--- src/rtl/ctrl_pipe_decoder.sv ---
// Main control decoder for the 5-stage MIPS pipeline, with E/M/(W) control registers.
// Optional reserved-instruction detection is enabled by defining RI_DETECT_EN.
`timescale 1ns/1ps
module ctrl_pipe_decoder #(
  parameter int unsigned WB_STAGE        = 1,
  parameter int unsigned BUBBLE_ON_STALL = 1
) (
  input  logic        clk,
  input  logic        resetn,
  input  logic [31:0] instrD,
  input  logic        stallE,
  input  logic        stallM,
  input  logic        stallW,
  input  logic        flushE,
  input  logic        flushM,
  input  logic        flushW,
  output logic        sign_extD,
  output logic [1:0]  reg_dstE,
  output logic        alu_imm_selE,
  output logic        reg_write_enE,
  output logic        reg_write_enM,
  output logic        reg_write_enW,
  output logic        mem_read_enM,
  output logic        mem_write_enM,
  output logic [1:0]  mem_sizeM,
  output logic        mem_signedM,
  output logic        mem_to_regM,
  output logic        mem_to_regW,
  output logic        hilo_writeM,
  output logic        ri_excM
);

  localparam bit BOS = (BUBBLE_ON_STALL != 0);

  localparam logic [5:0] OP_SPECIAL = 6'h00, OP_REGIMM = 6'h01, OP_J     = 6'h02, OP_JAL   = 6'h03;
  localparam logic [5:0] OP_BEQ     = 6'h04, OP_BNE    = 6'h05, OP_BLEZ  = 6'h06, OP_BGTZ  = 6'h07;
  localparam logic [5:0] OP_ADDI    = 6'h08, OP_ADDIU  = 6'h09, OP_SLTI  = 6'h0A, OP_SLTIU = 6'h0B;
  localparam logic [5:0] OP_ANDI    = 6'h0C, OP_ORI    = 6'h0D, OP_XORI  = 6'h0E, OP_LUI   = 6'h0F;
  localparam logic [5:0] OP_LB      = 6'h20, OP_LH     = 6'h21, OP_LW    = 6'h23, OP_LBU   = 6'h24;
  localparam logic [5:0] OP_LHU     = 6'h25, OP_SB     = 6'h28, OP_SH    = 6'h29, OP_SW    = 6'h2B;

  localparam logic [5:0] F_SLL  = 6'h00, F_SRL   = 6'h02, F_SRA  = 6'h03, F_SLLV  = 6'h04;
  localparam logic [5:0] F_SRLV = 6'h06, F_SRAV  = 6'h07, F_JR   = 6'h08, F_JALR  = 6'h09;
  localparam logic [5:0] F_MFHI = 6'h10, F_MTHI  = 6'h11, F_MFLO = 6'h12, F_MTLO  = 6'h13;
  localparam logic [5:0] F_MULT = 6'h18, F_MULTU = 6'h19, F_DIV  = 6'h1A, F_DIVU  = 6'h1B;
  localparam logic [5:0] F_ADD  = 6'h20, F_ADDU  = 6'h21, F_SUB  = 6'h22, F_SUBU  = 6'h23;
  localparam logic [5:0] F_AND  = 6'h24, F_OR    = 6'h25, F_XOR  = 6'h26, F_NOR   = 6'h27;
  localparam logic [5:0] F_SLT  = 6'h2A, F_SLTU  = 6'h2B;

  localparam logic [4:0] RT_BLTZ = 5'h00, RT_BGEZ = 5'h01, RT_BLTZAL = 5'h10, RT_BGEZAL = 5'h11;

  typedef struct packed {
    logic       reg_write;
    logic       mem_read;
    logic       mem_write;
    logic [1:0] mem_size;
    logic       mem_signed;
    logic       mem_to_reg;
    logic       hilo_write;
  } mctl_t;

  typedef struct packed {
    logic [1:0] reg_dst;
    logic       alu_imm;
    mctl_t      m;
  } ectl_t;

  logic [5:0] op, funct;
  logic [4:0] rt;
  logic       known;
  ectl_t      dec, ctl_d, e_q;
  mctl_t      m_q;

  assign op    = instrD[31:26];
  assign funct = instrD[5:0];
  assign rt    = instrD[20:16];

  logic unused_bits;
  assign unused_bits = ^{instrD[25:21], instrD[15:6]};

  // Instruction decode; unrecognised encodings collapse to an all-zero bubble.
  always_comb begin
    dec       = '0;
    known     = 1'b1;
    sign_extD = 1'b1;
    case (op)
      OP_SPECIAL: begin
        case (funct)
          F_JR: ;
          F_MULT, F_MULTU, F_DIV, F_DIVU, F_MTHI, F_MTLO: dec.m.hilo_write = 1'b1;
          F_SLL, F_SRL, F_SRA, F_SLLV, F_SRLV, F_SRAV, F_JALR, F_MFHI, F_MFLO,
          F_ADD, F_ADDU, F_SUB, F_SUBU, F_AND, F_OR, F_XOR, F_NOR, F_SLT, F_SLTU:
            dec.m.reg_write = 1'b1;
          default: known = 1'b0;
        endcase
      end
      OP_REGIMM: begin
        case (rt)
          RT_BLTZ, RT_BGEZ: ;
          RT_BLTZAL, RT_BGEZAL: begin
            dec.m.reg_write = 1'b1;
            dec.reg_dst     = 2'b10;
          end
          default: known = 1'b0;
        endcase
      end
      OP_J, OP_BEQ, OP_BNE, OP_BLEZ, OP_BGTZ: ;
      OP_JAL: begin
        dec.m.reg_write = 1'b1;
        dec.reg_dst     = 2'b10;
      end
      OP_ADDI, OP_ADDIU, OP_SLTI, OP_SLTIU: begin
        dec.m.reg_write = 1'b1;
        dec.reg_dst     = 2'b01;
        dec.alu_imm     = 1'b1;
      end
      OP_ANDI, OP_ORI, OP_XORI, OP_LUI: begin
        dec.m.reg_write = 1'b1;
        dec.reg_dst     = 2'b01;
        dec.alu_imm     = 1'b1;
        sign_extD       = 1'b0;
      end
      OP_LB, OP_LH, OP_LW, OP_LBU, OP_LHU: begin
        dec.m.reg_write  = 1'b1;
        dec.reg_dst      = 2'b01;
        dec.alu_imm      = 1'b1;
        dec.m.mem_read   = 1'b1;
        dec.m.mem_to_reg = 1'b1;
        dec.m.mem_signed = (op == OP_LB) || (op == OP_LH);
        dec.m.mem_size   = (op == OP_LW) ? 2'b10 :
                           ((op == OP_LH) || (op == OP_LHU)) ? 2'b01 : 2'b00;
      end
      OP_SB, OP_SH, OP_SW: begin
        dec.alu_imm     = 1'b1;
        dec.m.mem_write = 1'b1;
        dec.m.mem_size  = (op == OP_SW) ? 2'b10 : (op == OP_SH) ? 2'b01 : 2'b00;
      end
      default: known = 1'b0;
    endcase
    ctl_d = known ? dec : '0;
  end

  // ID/EX: decode always feeds E, no upstream stall.
  always_ff @(posedge clk or negedge resetn) begin
    if (!resetn)      e_q <= '0;
    else if (flushE)  e_q <= '0;
    else if (!stallE) e_q <= ctl_d;
  end

  // EX/MEM: bubble when E is held but M advances (if configured).
  always_ff @(posedge clk or negedge resetn) begin
    if (!resetn)      m_q <= '0;
    else if (flushM)  m_q <= '0;
    else if (!stallM) m_q <= (stallE && BOS) ? '0 : e_q.m;
  end

  assign reg_dstE      = e_q.reg_dst;
  assign alu_imm_selE  = e_q.alu_imm;
  assign reg_write_enE = e_q.m.reg_write;
  assign reg_write_enM = m_q.reg_write;
  assign mem_read_enM  = m_q.mem_read;
  assign mem_write_enM = m_q.mem_write;
  assign mem_sizeM     = m_q.mem_size;
  assign mem_signedM   = m_q.mem_signed;
  assign mem_to_regM   = m_q.mem_to_reg;
  assign hilo_writeM   = m_q.hilo_write;

  generate
    if (WB_STAGE != 0) begin : g_wb
      logic [1:0] w_q;
      always_ff @(posedge clk or negedge resetn) begin
        if (!resetn)      w_q <= '0;
        else if (flushW)  w_q <= '0;
        else if (!stallW) w_q <= (stallM && BOS) ? 2'b00 : {m_q.reg_write, m_q.mem_to_reg};
      end
      assign reg_write_enW = w_q[1];
      assign mem_to_regW   = w_q[0];
    end else begin : g_no_wb
      logic unused_wb;
      assign unused_wb     = stallW ^ flushW;
      assign reg_write_enW = 1'b0;
      assign mem_to_regW   = 1'b0;
    end
  endgenerate

`ifdef RI_DETECT_EN
  logic ri_excD, ri_e, ri_m;
  assign ri_excD = ~known;

  // Reserved-instruction flag follows the same E/M update rules as the controls.
  always_ff @(posedge clk or negedge resetn) begin
    if (!resetn)      ri_e <= 1'b0;
    else if (flushE)  ri_e <= 1'b0;
    else if (!stallE) ri_e <= ri_excD;
  end

  always_ff @(posedge clk or negedge resetn) begin
    if (!resetn)      ri_m <= 1'b0;
    else if (flushM)  ri_m <= 1'b0;
    else if (!stallM) ri_m <= (stallE && BOS) ? 1'b0 : ri_e;
  end

  assign ri_excM = ri_m;
`else
  assign ri_excM = 1'b0;
`endif

endmodule

--- config.mk ---
export PLATFORM = sky130hd
export DESIGN_NAME = ctrl_pipe_decoder
export DESIGN_NICKNAME = d
export VERILOG_FILES = /design/src/rtl/ctrl_pipe_decoder.sv
export SDC_FILE = /design/constraint.sdc
export NUM_CORES = 1
export LEC_CHECK = 0
export ABC_CLOCK_PERIOD_IN_PS = 1150
export BUFFER_PORTS_ARGS = -buffer_cell sky130_fd_sc_hd__buf_2
export CAP_MARGIN = 30
export CORE_MARGIN = 4
export CORE_UTILIZATION = 45
export DETAILED_ROUTE_END_ITERATION = 8
export PLACE_DENSITY = 0.84
export SLEW_MARGIN = 10
export SYNTH_ARGS = -nofsm -noshare
export SYNTH_HDL_FRONTEND = slang
export SYNTH_SLANG_ARGS = --single-unit
--- constraint.sdc ---
create_clock -name clk -period 1.15 [get_ports clk]
set_input_delay 0.23 -clock clk [delete_from_list [all_inputs] [get_ports clk]]
set_output_delay 0.23 -clock clk [all_outputs]
set_load 0.01 [all_outputs]
# Word level (Yosys, flattened, before mapping)
# Cells that the tools add are included.
# W data, S select, Z words.
totals:
  ff_bits: 21
  inputBits: 40
  elab_cells: 117
  out_inout_bits: 16
op_classes:
  muxes: 29
  eq_ne: 54
  n_reduce_logical: 17
ops:
  columns: ["operator", "count"]
  rows:
  - ["$eq A6 B6 Y1 const B", 18]
  - ["$eq A6 B4 Y1 const B", 10]
  - ["$eq A6 B5 Y1 const B", 8]
  - ["$eq A6 B3 Y1 const B", 7]
  - ["$mux W11", 3]
  - ["$reduce_or A26 Y1", 1]
  - ["$eq A6 B2 Y1 const B", 4]
  - ["$mux W8", 3]
  - ["$reduce_or A22 Y1", 1]
  - ["$reduce_or A19 Y1", 1]
  - ["$reduce_or A16 Y1", 1]
  - ["$mux W2", 7]
  - ["$reduce_or A14 Y1", 1]
  - ["$reduce_or A13 Y1", 1]
  - ["$logic_not A6 Y1", 2]
  - ["$mux W1", 12]
  - ["$eq A5 B5 Y1 const B", 2]
  - ["$reduce_or A4 Y1", 2]
  - ["$eq A6 B1 Y1 const B", 1]
  - ["$ne A2 B1 Y1 const B", 3]
  - ["$pmux W1 S3", 2]
  - ["$pmux W2 S3", 1]
  - ["$reduce_or A6 Y1", 1]
  - ["$eq A5 B1 Y1 const B", 1]
  - ["6 further kinds", 7]

# Depth between registers and ports, before layout
# Gate-level depths: netlist (run 1).
depth:
  word_depth: 8
  ltp_mapped: 6
  ltp_nobuf: 5

# Worst setup path before layout (run 1)
# Ideal clock, no wire load.
synth_path:
  path_type: "input to register"
  from: "input port instrD[29]"
  to: "register e_q, in the netlist reg_write_enE"
  required_ns: 1.039
  n_path_buf: 1
  slack_ns: -0.175
  setup_time_ns: 0.111
  t_arrival_ns: 1.214
  cell_stages: 5
  path_cell_list: "buf_6 -> nor2_4 -> nand3_2 -> or3_1 -> a2111oi_2"
synth_via:
  elab_chain_len: 6
  elab_cells_between_ends: 31
  classes_between: "eq/ne: 23; mux: 5; reduce/logical: 3"
synth_lines:
  columns: ["item", "line", "text"]
  rows:
  - ["start: declaration", "10", "input logic [31:0] instrD,"]
  - ["$eq A6 B6 Y1, or another cell as far along", "86", "case (op)"]
  - ["$reduce_or A22 Y1 (no source line) / $reduce_or A14 Y1 (equally long branches)", null, null]
  - ["$pmux W1 S3", "86", null]
  - ["$mux W11 (*)", "140", "ctl_d = known ? dec : '0;"]
  - ["$mux W11 (*)", "147", "else if (!stallE) e_q <= ctl_d;"]
  - ["$mux W11 (*)", "146", "else if (flushE) e_q <= '0;"]
  - ["end signal: assignment", "147", null]
  - ["end: declaration", "71", "ectl_t dec, ctl_d, e_q;"]
# Every way passes the cells marked *; elsewhere a longest branch is shown, timed or not. The select of a mux whose other input is x is not followed.
# A chain may end at the register's enable or synchronous reset.

# Worst setup path in the final report (run 1)
layout_path:
  from: "input port instrD[20]"
  to: "register e_q, in the netlist reg_write_enE"
layout_via:
  elab_chain_len: 7
  elab_cells_between_ends: 13
  classes_between: "eq/ne: 3; mux: 7; reduce/logical: 3"
layout_lines:
  columns: ["item", "line", "text"]
  rows:
  - ["$eq A5 B5 Y1, or another cell as far along", "98", "case (rt)"]
  - ["$reduce_or A4 Y1 (no source line) / $reduce_or A2 Y1 (equally long branches)", null, null]
  - ["$mux W1", "98", null]
  - ["$pmux W1 S3", "86", null]
  - ["$mux W11 (*)", "140", null]
  - ["$mux W11 (*)", "147", null]
  - ["$mux W11 (*)", "146", null]
# Marks and branches as above.

==> results of run 1 <==
[per-layer routing]
metal  part of all wire  up-vias  track usage
met3              0.046       10       0.0482
met1               0.37      598        0.196
li1                   -      563            -
met5                  0        -            0
met4              0.033        0       0.0563
met2               0.55       41        0.333
[power by group through the flow]
| stage | Clock, W | Combinational, W | Sequential (W) |
|---|---|---|---|
| 2_1_floorplan | 0 | 0.000132 | 0.000693 |
| 3_3_place_gp | 0 | 0.000258 | 0.000692 |
| 3_5_place_dp | 0 | 0.000271 | 0.000692 |
| 4_1_cts | 0.000340 | 0.000275 | 0.000679 |
| 5_1_grt | 0.000376 | 0.000366 | 0.000681 |
| 6_report | 0.000338 | 0.000338 | 0.000680 |
[critical path, stage by stage]
cell and delay, ns:
buf_2 0.10, nor4b_2 0.15, o2111ai_2 0.26, o31ai_4 0.12
a2111oi_4 0.40, a2111oi_4 0.05
[final cells by class]
type,instances,share of cell area
clock buffer,4,0.0158
inverter,1,0.00226
multi-input combinational,96,0.431
sequential,19,0.287
tap,30,0.0226
timing repair buffer,59,0.242
[cell usage in the layout (no fill, tap or decap), types with 3 or more instances in the layout]
cell	n
clkbuf_4	5
nand3_1	3
dfrtp_1	18
buf_2	28
nand2_1	4
buf_6	5
a22oi_1	3
nor3b_1	8
nor2_4	3
a21oi_1	12
buf_4	22
nor2_1	25
[through the flow]
| step | setup WS, ns | cells | cell area (sq um) |
|---|---|---|---|
| after floorplan | -0.112 | 129 | 1170 |
| after global placement | -0.251 | 204 | 1460 |
| after detailed placement | -0.276 | 204 | 1460 |
| after CTS | 0.00979 | 209 | 1500 |
| after global routing | -0.0404 | 209 | 1660 |
| final | 0.00501 | 209 | 1660 |
[logic make-up (layout without fill, tap and decap cells)]
family	count (synthesis)	after routing
and+or+nand+nor	61	61
other	1	1
AOI/OAI and AO/OA	32	32
buffers and inverters	14	64
DFF	19	19
muxes	2	2
[worst min-delay path by stage]
stage | start | end | slack (ns) | depth (start not counted)
4_1_cts | flushW | g_wb.w_q[1]$_DFFE_PN0P_ | 0.1 | 2
2_1_floorplan | resetn | alu_imm_selE$_DFFE_PN0P_ | -0.07 | 0
3_5_place_dp | resetn | mem_sizeM[1]$_DFFE_PN0P_ | 0.19 | 1
6_report | flushW | g_wb.w_q[1]$_DFFE_PN0P_ | 0.1 | 2
5_1_grt | flushW | g_wb.w_q[1]$_DFFE_PN0P_ | 0.09 | 2
3_3_place_gp | resetn | mem_write_enM$_DFFE_PN0P_ | 0.18 | 1
[registers in the layout, indices dropped and copies added (netlist names)]
name	flops
mem_sizeM	2
mem_read_enM	1
hilo_writeM	1
g_wb.w_q	2
reg_dstE	2
e_q	6
reg_write_enM	1
mem_signedM	1
alu_imm_selE	1
mem_write_enM	1
reg_write_enE	1
[timing repair]
item / CTS / global route
gates resized for setup: 0 / 38
endpoints found under the setup margin: 0 / 2
endpoints found under the hold margin: 19 / 0
hold buffers: 1 / 0
==> summary.txt, run 1 <==
Status
  – Status: finished clean

Logic synthesis
  – Mapped Area: 0.00115 sq mm
  – Multiplexer area fraction after synthesis: 0.0174
  – Most instantiated cells after synthesis: 26 x nor2_1, 19 x dfrtp_1, 13 x a21oi_1
  – Largest family of logic cells by synthesized area: simple AND/OR/NAND/NOR gates
  – Synth Flop Type: dfrtp_1
  – Cell with the most instances after synthesis: nor2_1
  – Yosys reg bits: 19
  – Xor-xnor portion of the synthesized cell area: 0
  – Post-synthesis area per instance: 8.89 sq um
  – YS warnings: 0
  – Synth top area share: 0.414
  – Syn Inst Count: 129
  – Post-synth top area cell: dfrtp_1
  – Register area share after synthesis: 0.414
  – Unique masters post-synth: 37
  – Number of synthesized flops with an enable pin: 0
  – Syn_nets: 169
  – Simple logic cell fraction of the synthesized area: 0.291
  – Synth Area in Compound Gates: 0.195
  – Synth Area in Adders: 0
  – Synth top area cells: dfrtp_1 41%, nor2_1 8.5%, a21oi_1 5.7%
  – Ys async rst share: 1.00

Finish
  – Ratio of cells with drive above 1 in the final layout: 0.464
  – Multi-input gate area: 716 sq um
  – Util after Layout: 0.677
  – Area grow syn2layout: 44.8%
  – # diodes: 0
  – Filler cells: 179
  – Nets: 220
  – Register area: 477 sq um

Setup path
  – Critical path class: input pin to register
  – Data arrival, critical path: 1.32 ns
  – Startpoint types: input pin
  – Critical Path Source: instrD[20]
  – Worst r2r src: reg_write_enE$_DFFE_PN0P_
  – Worst EP required: 1.33 ns
  – R2R Path End: reg_write_enE$_DFFE_PN0P_
  – Internal reg-to-reg setup slack: 0.08 ns
  – Reg2Reg Depth: 2
  – Maximum fanout along the worst path: 2
  – Worst Setup End Kind: register
  – CP endpoint: reg_write_enE$_DFFE_PN0P_

Placement
  – Gpl congestion: 0.894
  – Post-DP HPWL: 2280 um
  – IO Port Bufs: 38

Power and ir drop
  – Worst ir drop on vdd: 1050 uV
  – Int Power: 0.000962 W
  – PD cells: 817 mW/mm^2
  – Static Leakage: 0.760 nW
  – Psw: 0.000395 W
  – Sequential Power Share: 0.501
  – Clock group share of total power: 0.249
  – Combinational share of power: 0.249
  – Pwr Total: 0.00136 W
  – Net Sw Frac: 0.291

CTS
  – Num CTS Buffers: 3
  – Worst skew pair latency: 0.29 ns
  – Number of setup buffers added after CTS: 0
  – Clk sink count: 19
  – Max Root-Sink Buffers: 2
  – Reg clk slew, reported paths: 0.11 ns
  – CTS root buffer: clkbuf_4
  – CTS tree: done
  – Htree depth: 1

Die
  – Chip height: 58.5 um
  – Die Wd: 58.5 um
  – IO Count: 56
  – Initial core utilization: 0.467
  – Total core area: 0.00245 sq mm
  – Row Count: 18
  – Die area: 0.00342 sq mm

Timing
  – Crit path time final: 1.14 ns
  – Hold slack: 0.0981 ns
  – Slew Limit Fails: 0
  – Measured slew at the worst slew-check pin: 0.521 ns
  – RSZ-0062 raised after global routing: true
  – Slew headroom: 0.644
  – Setup Viol. Count Final: 0
  – Final period util: 0.996
  – Setup_tns: 0 ns
  – Worst-case clock skew: 0.00170 ns
  – Highest clock rate: 0.873 GHz
  – Final Hold Viols: 0

Routing
  – Drt pass-1 iters: 4
  – Wirelength, routed: 3440 um
  – Vias: 1,212
  – Post-route DRC violation count: 0
  – Avg WL per Cell: 16.5 um
  – Routed vias/inst: 5.80
  – Antenna-violating nets left: 0
  – Initial drt markers: 41

Global route
  – Overall routing resource usage: 0.180
  – Initial antenna violation count: 0
  – Vias in the first global route: 1,133
  – First-pass GRT wire length: 4810 um
  – Grt total ovfl: 0
  – Largest net degree at the start of global routing: 20

Flow run
  – Number of max-cap violations: 0

Min path
  – Min-delay worst type: input pin to register
Note: power is estimated with default switching activity, not from simulation.
==> inputs of run 2 (changes only) <==
==> constraint.sdc (replaced) <==
create_clock -name clk -period 1.15 [get_ports clk]
set_input_delay 0.2875 -clock clk [delete_from_list [all_inputs] [get_ports clk]]
set_output_delay 0.2875 -clock clk [all_outputs]
set_load 0.01 [all_outputs]
==> run 2 against run 1 <==
Net effect: the run now ends with negative setup slack left; first-iteration DRC count grew 12%; count of clock-buffer cells in the layout is 1 lower; via count grew 3.0%; final area up 5.3%; non-clock buffer count rose by 8.
==> summary.txt, run 2 (synthesis gave the netlist of run 1 again) <==
Status
  – Status: complete, but fails checks
  – Failing checks: negative setup slack

Flow run
  – Number of max-cap violations: 0

Routing
  – Wirelength, routed: 3870 um
  – Drt pass-1 iters: 4
  – Avg WL per Cell: 17.8 um
  – Initial drt markers: 46
  – Vias: 1,248
  – Post-route DRC violation count: 0
  – Routed vias/inst: 5.75
  – Antenna-violating nets left: 0

Finish
  – Final std cells w/o fill: 217
  – Most common cell after layout, fill and taps aside: buf_4
  – Area grow syn2layout: 52.5%
  – Most flops, register: e_q
  – Filler cells: 169
  – # diodes: 0
  – Largest register FFs: 6
  – Nets: 228
  – Most frequent cells in the layout: 30 x buf_4, 26 x buf_2, 23 x nor2_1
  – Ratio of cells with drive above 1 in the final layout: 0.497

Timing
  – RSZ-0062 raised after global routing: true
  – Worst-case clock skew: 0.00932 ns
  – Worst setup margin: -0.0845 ns
  – Final Hold Viols: 0
  – Final period util: 1.07
  – Crit path time final: 1.23 ns
  – Highest clock rate: 0.810 GHz
  – Slew Limit Fails: 0
  – Setup_tns: -0.191 ns
  – Hold slack: 0.159 ns
  – Setup Viol. Count Final: 6

Die
  – Row Count: 18
  – IO Count: 56
  – Chip height: 58.5 um
  – Die area: 0.00342 sq mm
  – Die Wd: 58.5 um
  – Total core area: 0.00245 sq mm
  – Initial core utilization: 0.467

CTS
  – Htree depth: 1
  – CTS root buffer: clkbuf_4
  – Worst skew pair latency: 0.30 ns
  – CTS tree: done
  – Max Root-Sink Buffers: 2
  – Reg clk slew, reported paths: 0.11 ns
  – Num CTS Buffers: 3
  – Clk sink count: 19

Global route
  – Largest net degree at the start of global routing: 20
  – Grt total ovfl: 0
  – First-pass GRT wire length: 5080 um
  – Overall routing resource usage: 0.192
  – Vias in the first global route: 1,180
  – Initial antenna violation count: 0

Placement
  – Gpl congestion: 0.894
  – Post-place setup slack: -0.399 ns
  – IO Port Bufs: 38
  – Placed insts: 204
  – Post-DP HPWL: 2370 um

Setup path
  – Maximum fanout along the worst path: 7
  – Startpoint types: input pin
  – Data arrival, critical path: 1.43 ns
  – Worst Setup End Kind: register
  – Worst EP required: 1.35 ns
  – Critical path class: input pin to register

Power and ir drop
  – Static Leakage: 0.815 nW
  – Worst ir drop on vdd: 1020 uV
  – Pwr Total: 0.00138 W
  – PD cells: 787 mW/mm^2

Min path
  – Min-delay worst type: input pin to register
run 2: cell count changes in the layout (fill, tap and decap cells not counted), moves of 2 or more:
cell    before  now
buf_6        5    8
nor2_1      25   23
nor2_2       0    2
buf_2       28   26
buf_4       22   30
run 2: where the power goes:
| group | total (W) | switching (W) | internal [W] |
|---|---|---|---|
| Sequential | 0.000681 | 0.00000579 | 0.000675 |
| Clock | 0.000338 | 0.000208 | 0.000130 |
| Combinational | 0.000359 | 0.000196 | 0.000163 |
| Total | 0.00138 | 0.000410 | 0.000967 |
run 2: path summary, 6_finish.rpt:
check                      depth (start not counted)  slack [ns]                         to                 startpoint
max in group asynchronous                          2        0.40  reg_write_enE$_DFFE_PN0P_                     resetn
max                                                5       -0.08  reg_write_enE$_DFFE_PN0P_                  instrD[4]
min reg2reg                                        2        0.53   mem_sizeM[1]$_DFFE_PN0P_   mem_sizeM[1]$_DFFE_PN0P_
min                                                2        0.16    g_wb.w_q[0]$_DFFE_PN0P_                     flushW
min in group asynchronous                          2        0.44         e_q[3]$_DFFE_PN0P_                     resetn
max reg2reg                                        2        0.03  reg_write_enE$_DFFE_PN0P_  reg_write_enE$_DFFE_PN0P_
run 2: layout make-up:
cell class	instances	area, sq um	share of cell area
well taps	30	37.5	0.0215
flip-flops and latches	19	477	0.273
clock inverters	1	5.00	0.00286
inverters	1	3.75	0.00215
repair buffers	67	478	0.273
multi-input cells	96	726	0.415
clock buffers	3	22.5	0.0129
run 2: worst max-delay path, cell delays in order:
cell       delay, ns
buf_4           0.15
o21ai_1         0.13
nand3_1         0.08
or3_4           0.42
a2111oi_4       0.36
run 2: per-stage QoR:
stage	util	instance area (sq um)
detailed placement	0.596	1460
global placement	0.596	1460
global route	0.713	1750
CTS	0.621	1530
floorplan	-	1170
finish	0.713	1750
run 2: timing repair:
action | CTS | global route
hold endpoints to repair | 19 | 0
cloned | 0 | 0
hold buffers | 1 | 0
endpoints found under the setup margin | 3 | 14
gates resized for setup | 5 | 36
buffers inserted | 1 | 7
pin swaps | 1 | 15
run 2: per-layer routing:
metal	share of wire	GRT usage
met1	0.37	0.221
met2	0.56	0.333
met3	0.038	0.0439
met4	0.033	0.0927
met5	0	0
==> inputs of run 3 (changes only) <==
--- a/constraint.sdc
+++ b/constraint.sdc
@@ -3,2 +3,2 @@
 set_output_delay 0.2875 -clock clk [all_outputs]
-set_load 0.01 [all_outputs]
+set_load 0.005 [all_outputs]
==> run 3 against run 2 <==
Net effect: global-route usage is essentially flat; sequential share of layout area up 1.9 points; die area stayed put; count of clock-buffer cells in the layout unchanged; wire length fell by 15%; clock skew rose by 0.0020 ns; clock power about the same; total power shrank 3.2%; the run still ends with negative setup slack left.
==> summary.txt, run 3 (synthesis gave the netlist of run 1 again) <==
CTS
  – Worst skew pair latency: 0.30 ns
  – Clk sink count: 19
  – Num CTS Buffers: 3
  – Reg clk slew, reported paths: 0.11 ns
  – CTS tree: done
  – Max Root-Sink Buffers: 2
  – Htree depth: 1
  – CTS root buffer: clkbuf_4

Finish
  – Nets: 225
  – # diodes: 0
  – Area grow syn2layout: 42.5%
  – Util after Layout: 0.666
  – Most flops, register: e_q
  – Most frequent cells in the layout: 33 x buf_2, 26 x buf_4, 25 x nor2_1
  – Most common cell after layout, fill and taps aside: buf_2
  – Largest register FFs: 6
  – Ratio of cells with drive above 1 in the final layout: 0.462
  – Final instance area: 0.00164 sq mm

Setup path
  – Worst EP required: 1.35 ns
  – Worst path bufs/invs: 1
  – Critical path class: input pin to register
  – Worst Setup End Kind: register
  – R2R Path End: reg_write_enE$_DFFE_PN0P_
  – Data arrival, critical path: 1.47 ns
  – Largest delay share family, worst path: simple AND/OR/NAND/NOR gates
  – Critical Path Source: instrD[0]
  – Worst r2r src: reg_write_enE$_DFFE_PN0P_
  – CP endpoint: reg_write_enE$_DFFE_PN0P_
  – CP cell instances: buf_2 -> nor4b_1 -> a21oi_2 -> nor2_1 -> or3_4 -> a2111oi_4
  – CP max stage cell: or3_4
  – Max incr delay on CP: 0.39 ns
  – Startpoint types: input pin
  – Maximum fanout along the worst path: 2
  – CP Depth: 6
  – Reg2Reg Depth: 2
  – Internal reg-to-reg setup slack: 0.05 ns

Status
  – Failing checks: negative setup slack
  – Status: complete, but fails checks

Routing
  – Wirelength, routed: 3290 um
  – Initial drt markers: 21
  – M1 WL: 1190 um
  – Met2 wire len: 1810 um
  – Antenna-violating nets left: 0
  – Max Used Layer: met4
  – Metal3 WL: 152 um
  – Routed vias/inst: 5.70
  – Drt pass-1 iters: 4
  – Vias: 1,219
  – Avg WL per Cell: 15.4 um
  – Post-route DRC violation count: 0

Power and ir drop
  – Static Leakage: 0.775 nW
  – Worst ir drop on vdd: 993 uV
  – Net Sw Frac: 0.288
  – Clock group share of total power: 0.252
  – PD cells: 815 mW/mm^2
  – Sequential Power Share: 0.510
  – Int Power: 0.000950 W
  – Combinational share of power: 0.238
  – Psw: 0.000383 W

Global route
  – Largest net degree at the start of global routing: 20
  – Grt total ovfl: 0
  – Vias in the first global route: 1,181
  – Overall routing resource usage: 0.192
  – First-pass GRT wire length: 5060 um
  – Initial antenna violation count: 0

Flow run
  – Number of max-cap violations: 0

Min path
  – Min-delay worst type: input pin to register

Timing
  – Slew Limit Fails: 0
  – Hold slack: 0.143 ns
  – Final period util: 1.11
  – Worst-case clock skew: 0.0113 ns
  – Worst setup margin: -0.122 ns
  – Crit path time final: 1.27 ns
  – Setup_tns: -0.171 ns
  – Setup Viol. Count Final: 2
  – Highest clock rate: 0.786 GHz
  – RSZ-0062 raised after global routing: true
  – Final Hold Viols: 0

Die
  – Die area: 0.00342 sq mm
  – IO Count: 56
  – Total core area: 0.00245 sq mm
  – Chip height: 58.5 um
  – Initial core utilization: 0.467
  – Row Count: 18
  – Die Wd: 58.5 um

Placement
  – Gpl congestion: 0.894
  – IO Port Bufs: 38
  – Area after DPL: 0.00146 sq mm
  – Post-DP HPWL: 2370 um
  – Post-place setup slack: -0.399 ns
run 3: changes by cell type in the layout (fill, tap and decap cells not counted), moves of 2 or more:
cell,change
buf_2,+7
buf_4,-4
buf_6,-5
nor2_1,+2
nor4b_1,+2
nor4b_4,-2
run 3: area by class of cell:
type	count	area, sq um
timing repair buffer	64	419
sequential	19	477
tap	30	37.5
inverter	1	3.75
multi-input combinational	96	671
fill	197	820
clock inverter	1	5.00
clock buffer	3	22.5
run 3: metrics by stage:
| stage | std cells | power (W) |
|---|---|---|
| final | 214 | 0.00133 |
| after global routing | 214 | 0.00139 |
| after CTS | 210 | 0.00129 |
| after detailed placement | 204 | 0.000963 |
| after global placement | 204 | 0.000947 |
| after floorplan | 129 | 0.000822 |
run 3: worst min-delay path by stage:
stage / startpoint / end / slack (ns) / depth (start not counted)
3_5_place_dp: resetn / mem_sizeM[1]$_DFFE_PN0P_ / 0.24 / 1
3_3_place_gp: resetn / mem_sizeM[1]$_DFFE_PN0P_ / 0.24 / 1
6_report: flushW / g_wb.w_q[1]$_DFFE_PN0P_ / 0.14 / 2
4_1_cts: flushW / g_wb.w_q[1]$_DFFE_PN0P_ / 0.13 / 2
5_1_grt: flushW / g_wb.w_q[1]$_DFFE_PN0P_ / 0.14 / 2
2_1_floorplan: resetn / alu_imm_selE$_DFFE_PN0P_ / -0.008 / 0
run 3: repair_timing:
item	CTS	global route
endpoints found under the setup margin	3	11
endpoints found under the hold margin	19	0
pin swaps	1	7
gates resized for setup	3	18
hold buffers	1	0
setup buffers	1	4
run 3: power groups by stage:
stage / Clock [W] / Sequential, W / Combinational [W]
2_1_floorplan: 0 / 0.000692 / 0.000130
3_5_place_dp: 0 / 0.000692 / 0.000270
6_report: 0.000336 / 0.000680 / 0.000317
5_1_grt: 0.000366 / 0.000681 / 0.000342
4_1_cts: 0.000336 / 0.000679 / 0.000279
3_3_place_gp: 0 / 0.000692 / 0.000255
run 3: metal layers:
metal	up-vias	track usage
li1	571	-
met1	588	0.220
met2	46	0.333
met3	14	0.0439
met4	0	0.0927
met5	-	0
